### config.mk
export PLATFORM = sky130hd
export DESIGN_NAME = vend_dispense_ctrl
export DESIGN_NICKNAME = d
export VERILOG_FILES = /design/src/rtl/vend_dispense_ctrl.sv
export SDC_FILE = /design/constraint.sdc
export NUM_CORES = 1
export LEC_CHECK = 0
export CAP_MARGIN = 20
export CORE_ASPECT_RATIO = 1.5
export CORE_MARGIN = 1.5
export CORE_UTILIZATION = 50
export CTS_CLUSTER_DIAMETER = 40
export DETAILED_ROUTE_END_ITERATION = 16
export PLACE_DENSITY = 0.81
export REMOVE_ABC_BUFFERS = 1
export SYNTH_ARGS = -nofsm -noshare
export SYNTH_HDL_FRONTEND = slang
export SYNTH_SLANG_ARGS = --single-unit
### constraint.sdc
create_clock -name clk -period 2.2 [get_ports clk]
set_input_delay 0.22 -clock clk [delete_from_list [all_inputs] [get_ports clk]]
set_output_delay 0.22 -clock clk [all_outputs]
set_load 0.03 [all_outputs]
### src/rtl/vend_dispense_ctrl.sv
// Vending dispense controller: validates payment, pulses the item motor once
// per item (held until the motor acknowledges), then refunds change as a
// greedy sequence of $10/$5/$2/$1 coin-ejector pulses separated by idle gaps.
module vend_dispense_ctrl #(
  parameter int unsigned PULSE_CYCLES = 4,
  parameter int unsigned GAP_CYCLES   = 2
) (
  input  logic       clk,
  input  logic       reset,
  input  logic       start,
  input  logic [3:0] quantity,
  input  logic [7:0] price_total,
  input  logic [7:0] paid,
  input  logic       item_done,
  output logic       busy,
  output logic       item_motor,
  output logic       coin10,
  output logic       coin5,
  output logic       coin2,
  output logic       coin1,
  output logic [3:0] items_left,
  output logic [7:0] change_left,
  output logic       done,
  output logic       error
);

  typedef enum logic [2:0] {
    S_IDLE,
    S_CHECK,
    S_VEND,
    S_VGAP,
    S_CHANGE,
    S_CPULSE,
    S_CGAP,
    S_FIN
  } state_t;

  localparam logic [7:0] PULSE_LAST = 8'(PULSE_CYCLES - 1);
  localparam logic [7:0] GAP_LAST   = 8'(GAP_CYCLES - 1);

  state_t     state_q;
  logic [7:0] cnt_q;
  logic [3:0] qty_q;
  logic [7:0] price_q;
  logic [7:0] paid_q;
  logic       busy_q;
  logic       motor_q;
  logic [3:0] coin_q;      // one-hot {10, 5, 2, 1}
  logic [3:0] items_q;
  logic [7:0] change_q;
  logic       done_q;
  logic       error_q;     // latched reject flag, doubles as the error strobe in FIN

  logic [3:0] coin_sel_d;
  logic [7:0] coin_val;

  // Largest coin not exceeding the remaining change.
  always_comb begin
    coin_sel_d = 4'b0001;
    if (change_q >= 8'd10)     coin_sel_d = 4'b1000;
    else if (change_q >= 8'd5) coin_sel_d = 4'b0100;
    else if (change_q >= 8'd2) coin_sel_d = 4'b0010;
  end

  // Dollar value of the coin currently being ejected.
  always_comb begin
    coin_val = '0;
    case (coin_q)
      4'b1000: coin_val = 8'd10;
      4'b0100: coin_val = 8'd5;
      4'b0010: coin_val = 8'd2;
      4'b0001: coin_val = 8'd1;
      default: coin_val = '0;
    endcase
  end

  // Main sequencer; every output is a register updated on state entry.
  always_ff @(posedge clk or negedge reset) begin
    if (!reset) begin
      state_q  <= S_IDLE;
      cnt_q    <= '0;
      qty_q    <= '0;
      price_q  <= '0;
      paid_q   <= '0;
      busy_q   <= 1'b0;
      motor_q  <= 1'b0;
      coin_q   <= '0;
      items_q  <= '0;
      change_q <= '0;
      done_q   <= 1'b0;
      error_q  <= 1'b0;
    end else begin
      done_q <= 1'b0;
      case (state_q)
        S_IDLE: begin
          if (start) begin
            qty_q   <= quantity;
            price_q <= price_total;
            paid_q  <= paid;
            busy_q  <= 1'b1;
            state_q <= S_CHECK;
          end
        end
        S_CHECK: begin
          cnt_q <= '0;
          if (paid_q < price_q) begin
            error_q <= 1'b1;
            done_q  <= 1'b1;
            state_q <= S_FIN;
          end else begin
            change_q <= paid_q - price_q;
            items_q  <= qty_q;
            if (qty_q != 4'd0) begin
              motor_q <= 1'b1;
              state_q <= S_VEND;
            end else begin
              state_q <= S_CHANGE;
            end
          end
        end
        S_VEND: begin
          // The counter saturates at the minimum width; only then is an ack honoured.
          if (cnt_q != PULSE_LAST) begin
            cnt_q <= cnt_q + 8'd1;
          end else if (item_done) begin
            items_q <= items_q - 4'd1;
            motor_q <= 1'b0;
            cnt_q   <= '0;
            state_q <= S_VGAP;
          end
        end
        S_VGAP: begin
          if (cnt_q != GAP_LAST) begin
            cnt_q <= cnt_q + 8'd1;
          end else begin
            cnt_q <= '0;
            if (items_q != 4'd0) begin
              motor_q <= 1'b1;
              state_q <= S_VEND;
            end else begin
              state_q <= S_CHANGE;
            end
          end
        end
        S_CHANGE: begin
          cnt_q <= '0;
          if (change_q == 8'd0) begin
            done_q  <= 1'b1;
            state_q <= S_FIN;
          end else begin
            coin_q  <= coin_sel_d;
            state_q <= S_CPULSE;
          end
        end
        S_CPULSE: begin
          if (cnt_q != PULSE_LAST) begin
            cnt_q <= cnt_q + 8'd1;
          end else begin
            change_q <= change_q - coin_val;
            coin_q   <= '0;
            cnt_q    <= '0;
            state_q  <= S_CGAP;
          end
        end
        S_CGAP: begin
          if (cnt_q != GAP_LAST) begin
            cnt_q <= cnt_q + 8'd1;
          end else begin
            cnt_q   <= '0;
            state_q <= S_CHANGE;
          end
        end
        S_FIN: begin
          busy_q   <= 1'b0;
          error_q  <= 1'b0;
          items_q  <= '0;
          change_q <= '0;
          state_q  <= S_IDLE;
        end
        default: begin
          state_q <= S_IDLE;
        end
      endcase
    end
  end

  assign busy        = busy_q;
  assign item_motor  = motor_q;
  assign coin10      = coin_q[3];
  assign coin5       = coin_q[2];
  assign coin2       = coin_q[1];
  assign coin1       = coin_q[0];
  assign items_left  = items_q;
  assign change_left = change_q;
  assign done        = done_q;
  assign error       = error_q & done_q;

endmodule

Word level (Yosys, flattened, before mapping):

Cells that the tools add are included.

* flip-flop bits (word level): 51
* input port bits: 24
* output and inout port bits: 20
* word-level logic and storage cells: 112

* add/sub/neg operators: 4
* $lt $le $gt $ge: 4
* eq/ne operators: 25
* mux-type cells: 44
* bitwise operators: 1
* reductions and logical operators: 22

Operators by type and width (count)
* $mux 8: 6
* $pmux 8 s4: 1
* $mux 3: 10
* $mux 4: 6
* $pmux 3 s8: 1
* $pmux 8 s3: 1
* $ne 2x2->1 const B: 11
* $pmux 4 s4: 1
* $sub 8x8->8: 2
* $eq 3x3->1 const B: 4
* $pmux 4 s3: 1
* $reduce_bool 4->1: 3
* $mux 1: 10
* $reduce_bool 3->1: 3
* $add 8x1->8 const B: 1
* $ge 8x2->1 const B: 1
* $ge 8x3->1 const B: 1
* $ge 8x4->1 const B: 1
* $logic_not 8->1: 1
* $lt 8x8->1: 1
* $ne 8x1->1 const B: 1
* $ne 8x2->1 const B: 1
* $pmux 4 s2: 1
* $reduce_and 2->1: 4
* 19 further kinds: 27

Depth between registers and ports, before layout:

Gate-level depths: netlist (run 1).

* word-level depth: 6
* depth in mapped cells: 11
* gate-level depth less buffers: 11

Least setup slack after synthesis (run 1):

Ideal clock, no wire load.

* path kind: register to register
* start: register coin_q[1]
* end: register change_q[7] (netlist: change_left[7])
* library setup time: 0.118 ns
* arrival time: 2.408 ns
* required time: 2.082 ns
* slack: -0.326 ns
* stages on the path, launching flop included: 9
* buffers on the path: 0
* period minus slack after synthesis: 2.526 ns
* cells stage by stage: dfrtp_1 or4b_2 ha_1 o21a_1 o31ai_1 and4b_1 a311oi_1 a21oi_1 a21o_1

* longest elaborated chain between the ends: 5
* elaborated cells on any way between the ends: 8
* classes of those cells: 1 x add/sub; 4 x eq/ne; 3 x mux

Ends and longest elaborated chain
* start: declaration: RTL line 48 `logic [3:0] coin_q;`
* start signal: assignment: RTL line 151 `coin_q <= coin_sel_d;`
* $eq 4x1->1 (tied with other cells): RTL line 68 `case (coin_q)`
* $pmux 4 s4 (*): RTL line 68
* $sub 8x8->8 (*): RTL line 159 `change_q <= change_q - coin_val;`
* $mux 8 (*): RTL line 156 `if (cnt_q != PULSE_LAST) begin`
* $pmux 8 s3 (*): RTL line 94 `case (state_q)`
* end signal: assignment: RTL line 111 `change_q <= paid_q - price_q;`
* end signal: assignment: RTL line 159
* end: declaration: RTL line 50 `logic [7:0] change_q;`

Mark *: on every way between the ends. The rest lies on a longest branch, timed or not. The select of a mux whose other input is x is not followed.
A chain may end at the register's enable or synchronous reset.

Final worst setup path (run 1):

* start: register price_q[0]
* end: register change_q[3] (netlist: change_left[3])

* longest elaborated chain between the ends: 3
* elaborated cells on any way between the ends: 6
* classes of those cells: 1 x add/sub; 1 x order compare; 1 x eq/ne; 2 x mux; 1 x reduce/logical

Ends and longest elaborated chain
* start: declaration: RTL line 44 `logic [7:0] price_q;`
* start signal: assignment: RTL line 98 `price_q <= price_total;`
* $sub 8x8->8 / $lt 8x8->1 (equally long branches): RTL line 111, 106
* $mux 8 / $ne 2x2->1 (equally long branches)
* $pmux 8 s3 / $reduce_and 3->1 (equally long branches)

Parallel ways exist; a longest one is shown, timed or not. The select of a mux whose other input is x is not followed.

==> results.json, run 1 <==
{
  "status": "finished with violations",
  "failed_checks": "negative setup slack",
  "r2r_start": "price_q[0]$_DFFE_PN0P_",
  "synth_cells": 351,
  "antenna-diode-count": 0,
  "grt_antenna_before_repair": 0,
  "dr.first_iter.drc_count": 235,
  "routed_wl_um": 8120,
  "initial_core_util_pct": 52.3,
  "worst_clock_skew_ns": 0.00901,
  "tritoncts": "done",
  "min_path_type": "primary input to asynchronous set/reset pin",
  "detailed_place_hpwl_um": 5940,
  "layout.nets": 480,
  "worst_path_most_repeated_cell": "o31a_1",
  "crit_required_ns": 2.40,
  "timing_hold_violations_final": 0,
  "layout_worst_path_cycle_share_pct": 102,
  "gp_routability_congestion": 0.916,
  "synth_largest_type_area_fraction_pct": 39.2,
  "worstRegToRegCells": 7,
  "synth.yosys.seq_area_share_pct": 39.2,
  "crit_buf_inv": 0,
  "synth_enable_flop_cells": 0,
  "max-cap-violations": 0,
  "vias": 2987,
  "synth-async-reset-ratio_pct": 100,
  "worst_r2r_end": "change_left[3]$_DFFE_PN0P_",
  "synthesis.area_um2": 3250,
  "global_route.overflow_total": 0,
  "cts_buffer_depth": 2,
  "cts.hold.buffers_added": 0,
  "power_leakage_nw": 1.90,
  "yosysWarnings": 0,
  "first_global_vias": 2893,
  "top_level_ports": 44,
  "die_w_um": 68.9,
  "fin_ws_ns": -0.0436,
  "syn_to_final_growth_pct": 34.0,
  "tritoncts.num_buffers": 5,
  "powerDensity_nw_per_um2": 1870,
  "fp.dieArea_um2": 7010,
  "final_cell_area_um2": 4360,
  "setup_viol": 6,
  "routed_via_density": 5.82,
  "synthDistinctLibCells": 59,
  "post_detailed_route_count_of_antenna_violating_nets": 0,
  "port-buffer-count": 43,
  "placement.cell_area_um2": 4060,
  "worstSetupEndpointType": "register",
  "detail_route.drc_violations": 0,
  "fin_cells": 513,
  "synth.most_common_cell": "dfrtp_1",
  "timing.critical_path.slowest_stage_cell": "dfrtp_1",
  "place_inst": 502,
  "drv_slew": 0,
  "netlist.top_cell.by_area": "dfrtp_1",
  "vdd_ir_drop_max_mv": 0.791,
  "timing.slew.headroom_pct": 56.1,
  "fmax_mhz": 446,
  "final_critical_period_ns": 2.24,
  "core_region_area_um2": 6220,
  "postLayoutCoreUtil_pct": 70.1,
  "cts-htree-levels": 2,
  "chipHeight_um": 102,
  "grt_setup_unrepaired": "yes",
  "crit_type": "register to register",
  "synth_top_cells_by_count": "51 x dfrtp_1, 35 x nand2_1, 29 x nor2_1, 29 x o21ai_0",
  "main_area_contributors_after_synthesis": "dfrtp_1 39%, ha_1 6.2%, o21ai_0 4.5%",
  "worst_setup_path_start_kind": "register",
  "cp.arrival_ns": 2.44,
  "clkTransAtPathRegs_ns": 0.09,
  "worst_pin_slew_ns": 0.658,
  "grt_pass1_wl_um": 13400,
  "drive_gt1_share_pct": 24.6,
  "cp_max_fo": 7,
  "grt_max_degree": 52,
  "routedWlPerCell_um": 15.8,
  "ys_ff_latch": 51,
  "pre_antenna_drt_iters": 4,
  "worst_path_largest_cell_delay_ns": 0.42,
  "tritoncts_num_sinks": 51,
  "crit_path_cell_trace": "ha_4 -> fa_2 -> nand2b_4 -> a21oi_4 -> o22ai_4 -> o31a_1 -> o31a_1",
  "cts_root_buf": "clkbuf_8",
  "fp-row-count": 35,
  "post_synth.cell_area_avg_um2": 9.27,
  "global_route.usage.total_pct": 24.7,
  "critical-path-top-delay-family": "compound AO/OA/AOI/OAI gates",
  "synth_top_flop_cell": "dfrtp_1",
  "reg2reg_setup_slack_ns": -0.04,
  "clock_latency_ns": 0.31
}
## sequential cells by signal, summed over array words and instances (netlist names)
register / flops
item_motor: 1
items_left: 4
coin_q: 4
change_left: 8
qty_q: 4
price_q: 8
paid_q: 8
cnt_q: 8
busy: 1
state_q: 3
done: 1
error_q: 1
## layout by cell type, fill, tap and decap left out, drive strengths merged, types with 5 or more instances in the layout
master and instances:
a21oi 19, nor2 30, nor2b 8, dfrtp 51, o31ai 9, o21a 5, nor3 11, inv 18
ha 16, o21ai 34, buf 49, nand2 35, clkdlybuf4s50 42, nand2b 9, clkbuf 8, mux2 18
## worst max-delay path by stage
stage                                 startpoint                          to  slack, ns  cells past startpoint
after floorplan           state_q[0]$_DFFE_PN0P_       paid_q[2]$_DFFE_PN0P_      -0.68                      4
after global placement     coin_q[0]$_DFFE_PN0P_  change_left[7]$_DFFE_PN0P_      -0.16                      8
after detailed placement  price_q[0]$_DFFE_PN0P_  change_left[0]$_DFFE_PN0P_      -0.19                      9
after CTS                  coin_q[0]$_DFFE_PN0P_  change_left[4]$_DFFE_PN0P_      -0.03                     11
after global routing       coin_q[0]$_DFFE_PN0P_  change_left[7]$_DFFE_PN0P_      -0.16                      8
final                     price_q[0]$_DFFE_PN0P_  change_left[3]$_DFFE_PN0P_      -0.04                      7
## worst register-to-register path: cells and delay by family, from the launching register on
family	cells	cell delay, ns
AOI/OAI and AO/OA	4	1.03
DFF	1	0.42
and+or+nand+nor	1	0.16
adders and majority gates	2	0.54
## power breakdown
part	switching, mW	internal [mW]
Sequential	0.454	1.36
Clock	0.310	0.288
Combinational	3.02	2.70
## per-layer routing
| metal | share of wire [%] | wire length, um | up-vias | global-route usage (%) |
|---|---|---|---|---|
| met2 | 51 | 4140 | 68 | 42.8 |
| met3 | 3.5 | 281 | 20 | 3.63 |
| met5 | 0 | 0 | - | 0 |
| met4 | 3.0 | 246 | 0 | 9.20 |
| li1 | - | - | 1453 | - |
| met1 | 42 | 3450 | 1446 | 30.6 |
## cells by family after synthesis
logic type | after synthesis | share of synthesized area (%)
and+or+nand+nor | 120 | 19.0
adders and majority gates | 18 | 7.38
DFF | 51 | 39.2
xor gates and xnor gates | 7 | 1.88
AOI/OAI and AO/OA | 103 | 20.5
muxes | 22 | 8.15
buffers and inverters | 30 | 3.81
## metrics by stage
step,TNS [ns],power (mW),worst slack [ns],hold WS [ns]
floorplan,-12.85,4.97,-0.676,-0.0756
global placement,-1.36,6.69,-0.155,0.368
detailed placement,-1.89,6.84,-0.186,0.381
CTS,-0.0534,7.74,-0.0296,0.0559
global route,-0.997,8.79,-0.163,0.0813
finish,-0.135,8.13,-0.0436,0.0252
## timing repair
action / 4_1_cts / 5_1_grt
pin swaps: 7 / 7
gates resized for setup: 16 / 21
setup endpoints to repair: 13 / 24
buffers inserted: 2 / 1
gates cloned: 0 / 0
## area by class of cell
class                           instances  area (um2)
Fill cell                             486        1860
Sequential cell                        51        1280
Tap cell                               74        92.6
Multi-Input combinational cell        270        2030
Inverter                               19        71.3
Clock buffer                            8         100
Timing Repair Buffer                   91         790
(Power assumes the default switching activity.)
==> run 2: changes to the inputs <==
Clock period 2.2 ns to 1.9 ns, I/O delays scaled along.
==> run 2 against run 1 <==
Against the previous run:
- the run still ends with negative setup slack left
- via count up 11%
- non-clock buffer count rose by 53
- sequential share of layout area fell by 3.3 points
- die area unchanged
- cell area rose by 12%
- clock power increased by 8.0%
==> results.json, run 2 (synthesis gave the netlist of run 1 again) <==
{
  "status": "finished with violations",
  "failed_checks": "negative setup slack",
  "syn_to_final_growth_pct": 50.6,
  "fp.dieArea_um2": 7010,
  "gp_routability_congestion": 0.965,
  "fp-row-count": 35,
  "routedWlPerCell_um": 17.3,
  "tritoncts_num_sinks": 51,
  "crit_required_ns": 2.14,
  "worstRegToRegCells": 12,
  "routed_via_density": 5.87,
  "design_power_total_mw": 10.9,
  "worst_r2r_end": "change_left[5]$_DFFE_PN0P_",
  "grt_setup_unrepaired": "yes",
  "final_critical_period_ns": 2.25,
  "initial_core_util_pct": 52.3,
  "mostFrequentLayoutCells": "89 x buf_4, 50 x dfrtp_1, 42 x clkdlybuf4s50_1, 30 x nand2_1, 27 x nor2_1",
  "max-cap-violations": 0,
  "crit_end": "change_left[5]$_DFFE_PN0P_",
  "fmax_mhz": 444,
  "fin_cells": 565,
  "port-buffer-count": 43,
  "tritoncts.num_buffers": 5,
  "cts_root_buf": "clkbuf_8",
  "setup_total_negative_slack_ns": -6.15,
  "cp.arrival_ns": 2.49,
  "drv_slew": 0,
  "grt_antenna_before_repair": 0,
  "dr.first_iter.drc_count": 241,
  "post_detailed_route_count_of_antenna_violating_nets": 0,
  "leading_cell_type_in_the_layout_fill_and_taps_excluded": "buf_4",
  "cp_max_fo": 4,
  "first_global_vias": 3389,
  "antenna-diode-count": 0,
  "tritoncts": "done",
  "crit_type": "register to register",
  "timing.slew.headroom_pct": 56.8,
  "setup_viol": 28,
  "routed_wl_um": 9760,
  "power_leakage_nw": 2.20,
  "powerDensity_nw_per_um2": 2230,
  "reg2reg_setup_slack_ns": -0.35,
  "drive_gt1_share_pct": 36.0,
  "detailed_place_hpwl_um": 6930,
  "clkTransAtPathRegs_ns": 0.09,
  "core_region_area_um2": 6220,
  "grt_pass1_wl_um": 15500,
  "top_level_ports": 44,
  "worst_pin_slew_ns": 0.648,
  "pre_antenna_drt_iters": 4,
  "layout.filler_cells": 390,
  "layout_worst_path_cycle_share_pct": 118,
  "hold-worst-slack_ns": 0.424,
  "min_path_type": "primary input to register",
  "timing_hold_violations_final": 0,
  "detail_route.drc_violations": 0,
  "global_route.overflow_total": 0,
  "worstSetupEndpointType": "register",
  "worst_setup_path_start_kind": "register",
  "clock_latency_ns": 0.31,
  "layout.nets": 533,
  "fin_ws_ns": -0.350,
  "global_route.usage.total_pct": 29.4,
  "postLayoutCoreUtil_pct": 78.8,
  "critical_path.startpoint": "coin_q[0]$_DFFE_PN0P_",
  "vdd_ir_drop_max_mv": 1.45,
  "cts_buffer_depth": 2,
  "min-delay-start": "paid[1]",
  "place_inst": 546,
  "chipHeight_um": 102,
  "worst_clock_skew_ns": 0.00862,
  "vias": 3316,
  "die_w_um": 68.9,
  "grt_max_degree": 30,
  "r2r_start": "coin_q[0]$_DFFE_PN0P_",
  "cts-htree-levels": 2
}
## run 2: cell count changes in the layout (fill, tap and decap cells not counted), moves of 2 or more
cell	change
o31ai_1	-2
o21ai_2	+5
o21ai_1	+4
nand2_2	+3
nand2_1	-4
a21oi_1	-2
buf_6	+9
o21ai_0	-10
a21oi_4	+2
buf_4	+42
## run 2: worst min path at each step
stage / end / cells after the start / slack [ns]
2_1_floorplan: busy$_DFFE_PN0P_ / 0 / -0.11
5_1_grt: price_q[2]$_DFFE_PN0P_ / 3 / 0.44
3_5_place_dp: paid_q[4]$_DFFE_PN0P_ / 1 / 0.25
3_3_place_gp: paid_q[4]$_DFFE_PN0P_ / 1 / 0.23
4_1_cts: paid_q[1]$_DFFE_PN0P_ / 3 / 0.43
6_report: paid_q[1]$_DFFE_PN0P_ / 3 / 0.42
## run 2: what timing repair did
item | in CTS | in global routing
setup endpoints to repair | 30 | 29
resized for setup | 51 | 32
buffers inserted | 8 | 6
hold buffers | 1 | 0
pin swaps | 19 | 20
hold endpoints to repair | 25 | 0
## run 2: metrics by stage
step	setup WS, ns	instance area (um2)
floorplan	-0.976	3200
global placement	-0.441	4410
detailed placement	-0.512	4410
CTS	-0.321	4740
global route	-0.476	4900
finish	-0.350	4900
## run 2: routing by layer
metal / global-route usage, % / up-vias / share of wire [%]
met5: 0 / - / 0
met4: 12.2 / 0 / 3.4
met3: 3.85 / 32 / 3.4
met2: 55.3 / 101 / 57
met1: 32.0 / 1624 / 37
li1: - / 1559 / -
## run 2: final cells by class
| type | count | area (um2) | share of cell area [%] |
|---|---|---|---|
| Sequential cell | 51 | 1280 | 26.1 |
| Clock inverter | 1 | 5.00 | 0.102 |
| Tap cell | 74 | 92.6 | 1.89 |
| Clock buffer | 6 | 82.6 | 1.68 |
| Multi-Input combinational cell | 270 | 2140 | 43.6 |
| Timing Repair Buffer | 144 | 1240 | 25.2 |
| Inverter | 19 | 71.3 | 1.46 |
## run 2: critical path, cell delays in order, from the launching register on
cell and delay [ns]:
dfrtp_1 0.45, xnor2_2 0.17, nor3_4 0.20, buf_4 0.14
buf_4 0.10, ha_1 0.20, nor2b_4 0.06, o31ai_2 0.25
buf_4 0.17, nand2_2 0.06, o32a_1 0.16, o21a_1 0.10
o2bb2ai_1 0.12
## run 2: report_power, final
part,switching [mW],internal [mW],leakage (nW),total (mW)
clock,0.359,0.287,0.0470,0.646
combinational,4.14,4.14,1.53,8.28
sequential,0.423,1.57,0.630,2.00
==> run 3: changes to the inputs <==
Clock period 1.9 ns to 1.8 ns, I/O delays scaled along.
==> run 3 against run 2 <==
Against the previous run:
- the flow finishes with violations (negative hold slack, negative setup slack)
- highest routed layer unchanged
- routed wire length rose by 6.1%
- maximum frequency fell by 2.3%
- first-iteration DRC count fell by 6.2%
- clock power rose by 5.0%
- critical path type unchanged
- clock-buffer cell count did not move
- via count rose by 3.3%
- register-to-register slack got worse by 0.15 ns
- critical path depth fell by 4
- total power rose by 8.1%
==> results.json, run 3 (synthesis gave the netlist of run 1 again) <==
{
  "crit_buf_inv": 0,
  "failed_checks": "negative hold slack, negative setup slack",
  "power_leakage_nw": 2.31,
  "crit_required_ns": 2.01,
  "drv_slew": 0,
  "mostFrequentLayoutCells": "104 x buf_4, 49 x dfrtp_1, 39 x clkdlybuf4s50_1, 29 x nand2_1, 27 x nor2_1",
  "gp_routability_congestion": 0.933,
  "die_w_um": 68.9,
  "drive_gt1_share_pct": 39.1,
  "power.combinational.fraction_pct": 76.3,
  "first_global_vias": 3473,
  "powerDensity_nw_per_um2": 2350,
  "sw_frac_of_total_pct": 45.7,
  "top_level_ports": 44,
  "r2r_start": "coin_q[0]$_DFFE_PN0P_",
  "crit_path_cell_trace": "or4b_4 -> ha_4 -> o21a_1 -> o31ai_2 -> and4b_1 -> a311oi_2 -> a21oi_1 -> a21o_1",
  "detailroute.wirelength.met2_um": 5610,
  "met3WireLength_um": 424,
  "grt_max_degree": 52,
  "timing_hold_violations_final": 40,
  "tritoncts.num_buffers": 5,
  "fp.dieArea_um2": 7010,
  "postLayoutCoreUtil_pct": 81.0,
  "met1Wirelength_um": 3980,
  "tritoncts": "done",
  "critical-path-top-delay-family": "simple AND/OR/NAND/NOR gates",
  "clock_power_share_pct": 5.7,
  "max-cap-violations": 0,
  "leading_cell_type_in_the_layout_fill_and_taps_excluded": "buf_4",
  "clkTransAtPathRegs_ns": 0.10,
  "dr.max_layer_used": "met4",
  "setup_viol": 30,
  "timing.slew.headroom_pct": 54.9,
  "min_path_type": "primary input to asynchronous set/reset pin",
  "vias": 3425,
  "cts-htree-levels": 2,
  "core_region_area_um2": 6220,
  "chipHeight_um": 102,
  "crit_type": "register to register",
  "final_critical_period_ns": 2.30,
  "status": "finished with violations",
  "portion_of_total_power_attributed_to_sequential_cells_pct": 17.9,
  "syn_to_final_growth_pct": 54.7,
  "cp_max_fo": 4,
  "tritoncts_num_sinks": 51,
  "worstSetupEndpointType": "register",
  "hold-worst-slack_ns": -0.0306,
  "layout.nets": 547,
  "reg2reg_setup_slack_ns": -0.50,
  "vdd_ir_drop_max_mv": 1.28,
  "fmax_mhz": 434,
  "port-buffer-count": 43,
  "worst_r2r_end": "change_left[7]$_DFFE_PN0P_",
  "cts_root_buf": "clkbuf_8",
  "setup_total_negative_slack_ns": -9.30,
  "cellInternalPower_mw": 6.42,
  "routed_via_density": 5.91,
  "global_route.usage.total_pct": 28.8,
  "fp-row-count": 35,
  "antenna-diode-count": 0,
  "initial_core_util_pct": 52.3,
  "layout_worst_path_cycle_share_pct": 128,
  "power_switching_mw": 5.40,
  "worst_path_largest_cell_delay_ns": 0.55,
  "routedWlPerCell_um": 17.9,
  "post_detailed_route_count_of_antenna_violating_nets": 0,
  "cts_buffer_depth": 2,
  "clock_latency_ns": 0.32,
  "worst_setup_path_start_kind": "register",
  "detailed_place_hpwl_um": 6660,
  "routed_wl_um": 10400,
  "grt_pass1_wl_um": 15500,
  "design_power_total_mw": 11.8,
  "grt_setup_unrepaired": "yes",
  "pre_antenna_drt_iters": 5,
  "worst_pin_slew_ns": 0.676,
  "worstRegToRegCells": 8,
  "worst_clock_skew_ns": 0.0116,
  "dr.first_iter.drc_count": 226,
  "grt_antenna_before_repair": 0,
  "detail_route.drc_violations": 0,
  "timing.critical_path.slowest_stage_cell": "or4b_4",
  "cp.arrival_ns": 2.51,
  "fin_ws_ns": -0.502,
  "global_route.overflow_total": 0
}
run 3: cell count changes in the layout (fill, tap and decap cells not counted), sizes merged:
| cell | before | now |
|---|---|---|
| dlymetal6s2s | 0 | 3 |
| clkinvlp | 0 | 1 |
| buf | 101 | 116 |
| clkdlybuf4s50 | 42 | 39 |
| dlygate4sd3 | 1 | 0 |
run 3: worst max path at each step:
stage	cells after the start	slack [ns]	to	startpoint
6_report	8	-0.50	change_left[7]$_DFFE_PN0P_	coin_q[0]$_DFFE_PN0P_
5_1_grt	10	-0.54	change_left[7]$_DFFE_PN0P_	coin_q[0]$_DFFE_PN0P_
4_1_cts	8	-0.42	change_left[7]$_DFFE_PN0P_	coin_q[0]$_DFFE_PN0P_
3_5_place_dp	9	-0.60	change_left[0]$_DFFE_PN0P_	price_q[0]$_DFFE_PN0P_
3_3_place_gp	8	-0.54	change_left[7]$_DFFE_PN0P_	coin_q[0]$_DFFE_PN0P_
2_1_floorplan	4	-1.08	paid_q[2]$_DFFE_PN0P_	state_q[0]$_DFFE_PN0P_
run 3: cell type report:
cell class	count	area, um2
clock buffers	6	72.6
clock inverters	2	12.5
fillers	346	1180
inverters	19	71.3
multi-input cells	270	2160
flip-flops and latches	51	1280
well taps	74	92.6
repair buffers	158	1350
run 3: routing by layer:
metal,vias to the layer above,GRT usage [%]
met5,-,0
met2,120,53.4
met4,0,11.3
met1,1680,32.3
li1,1591,-
met3,34,3.41
run 3: what timing repair did:
action	CTS	global route
pin swaps	23	16
endpoints found under the setup margin	30	43
resized for setup	42	46
hold buffers	0	0
gates cloned	1	0
buffers inserted	7	12
run 3: power groups by stage:
stage	clock network (mW)	registers (mW)	logic [mW]
finish	0.678	2.12	9.02
global route	0.719	2.18	9.64
CTS	0.676	2.06	8.05
detailed placement	0	2.07	7.35
global placement	0	2.04	7.16
floorplan	0	2.52	3.56
run 3: through the flow:
stage / worst slack, ns / cell area, um2 / std cells / hold WS, ns
detailed placement: -0.598 / 4470 / 555 / 0.337
global route: -0.541 / 5030 / 580 / 0.0309
finish: -0.502 / 5030 / 580 / -0.0306
global placement: -0.545 / 4470 / 555 / 0.334
CTS: -0.423 / 4750 / 570 / 0.00170
floorplan: -1.08 / 3200 / 340 / -0.116
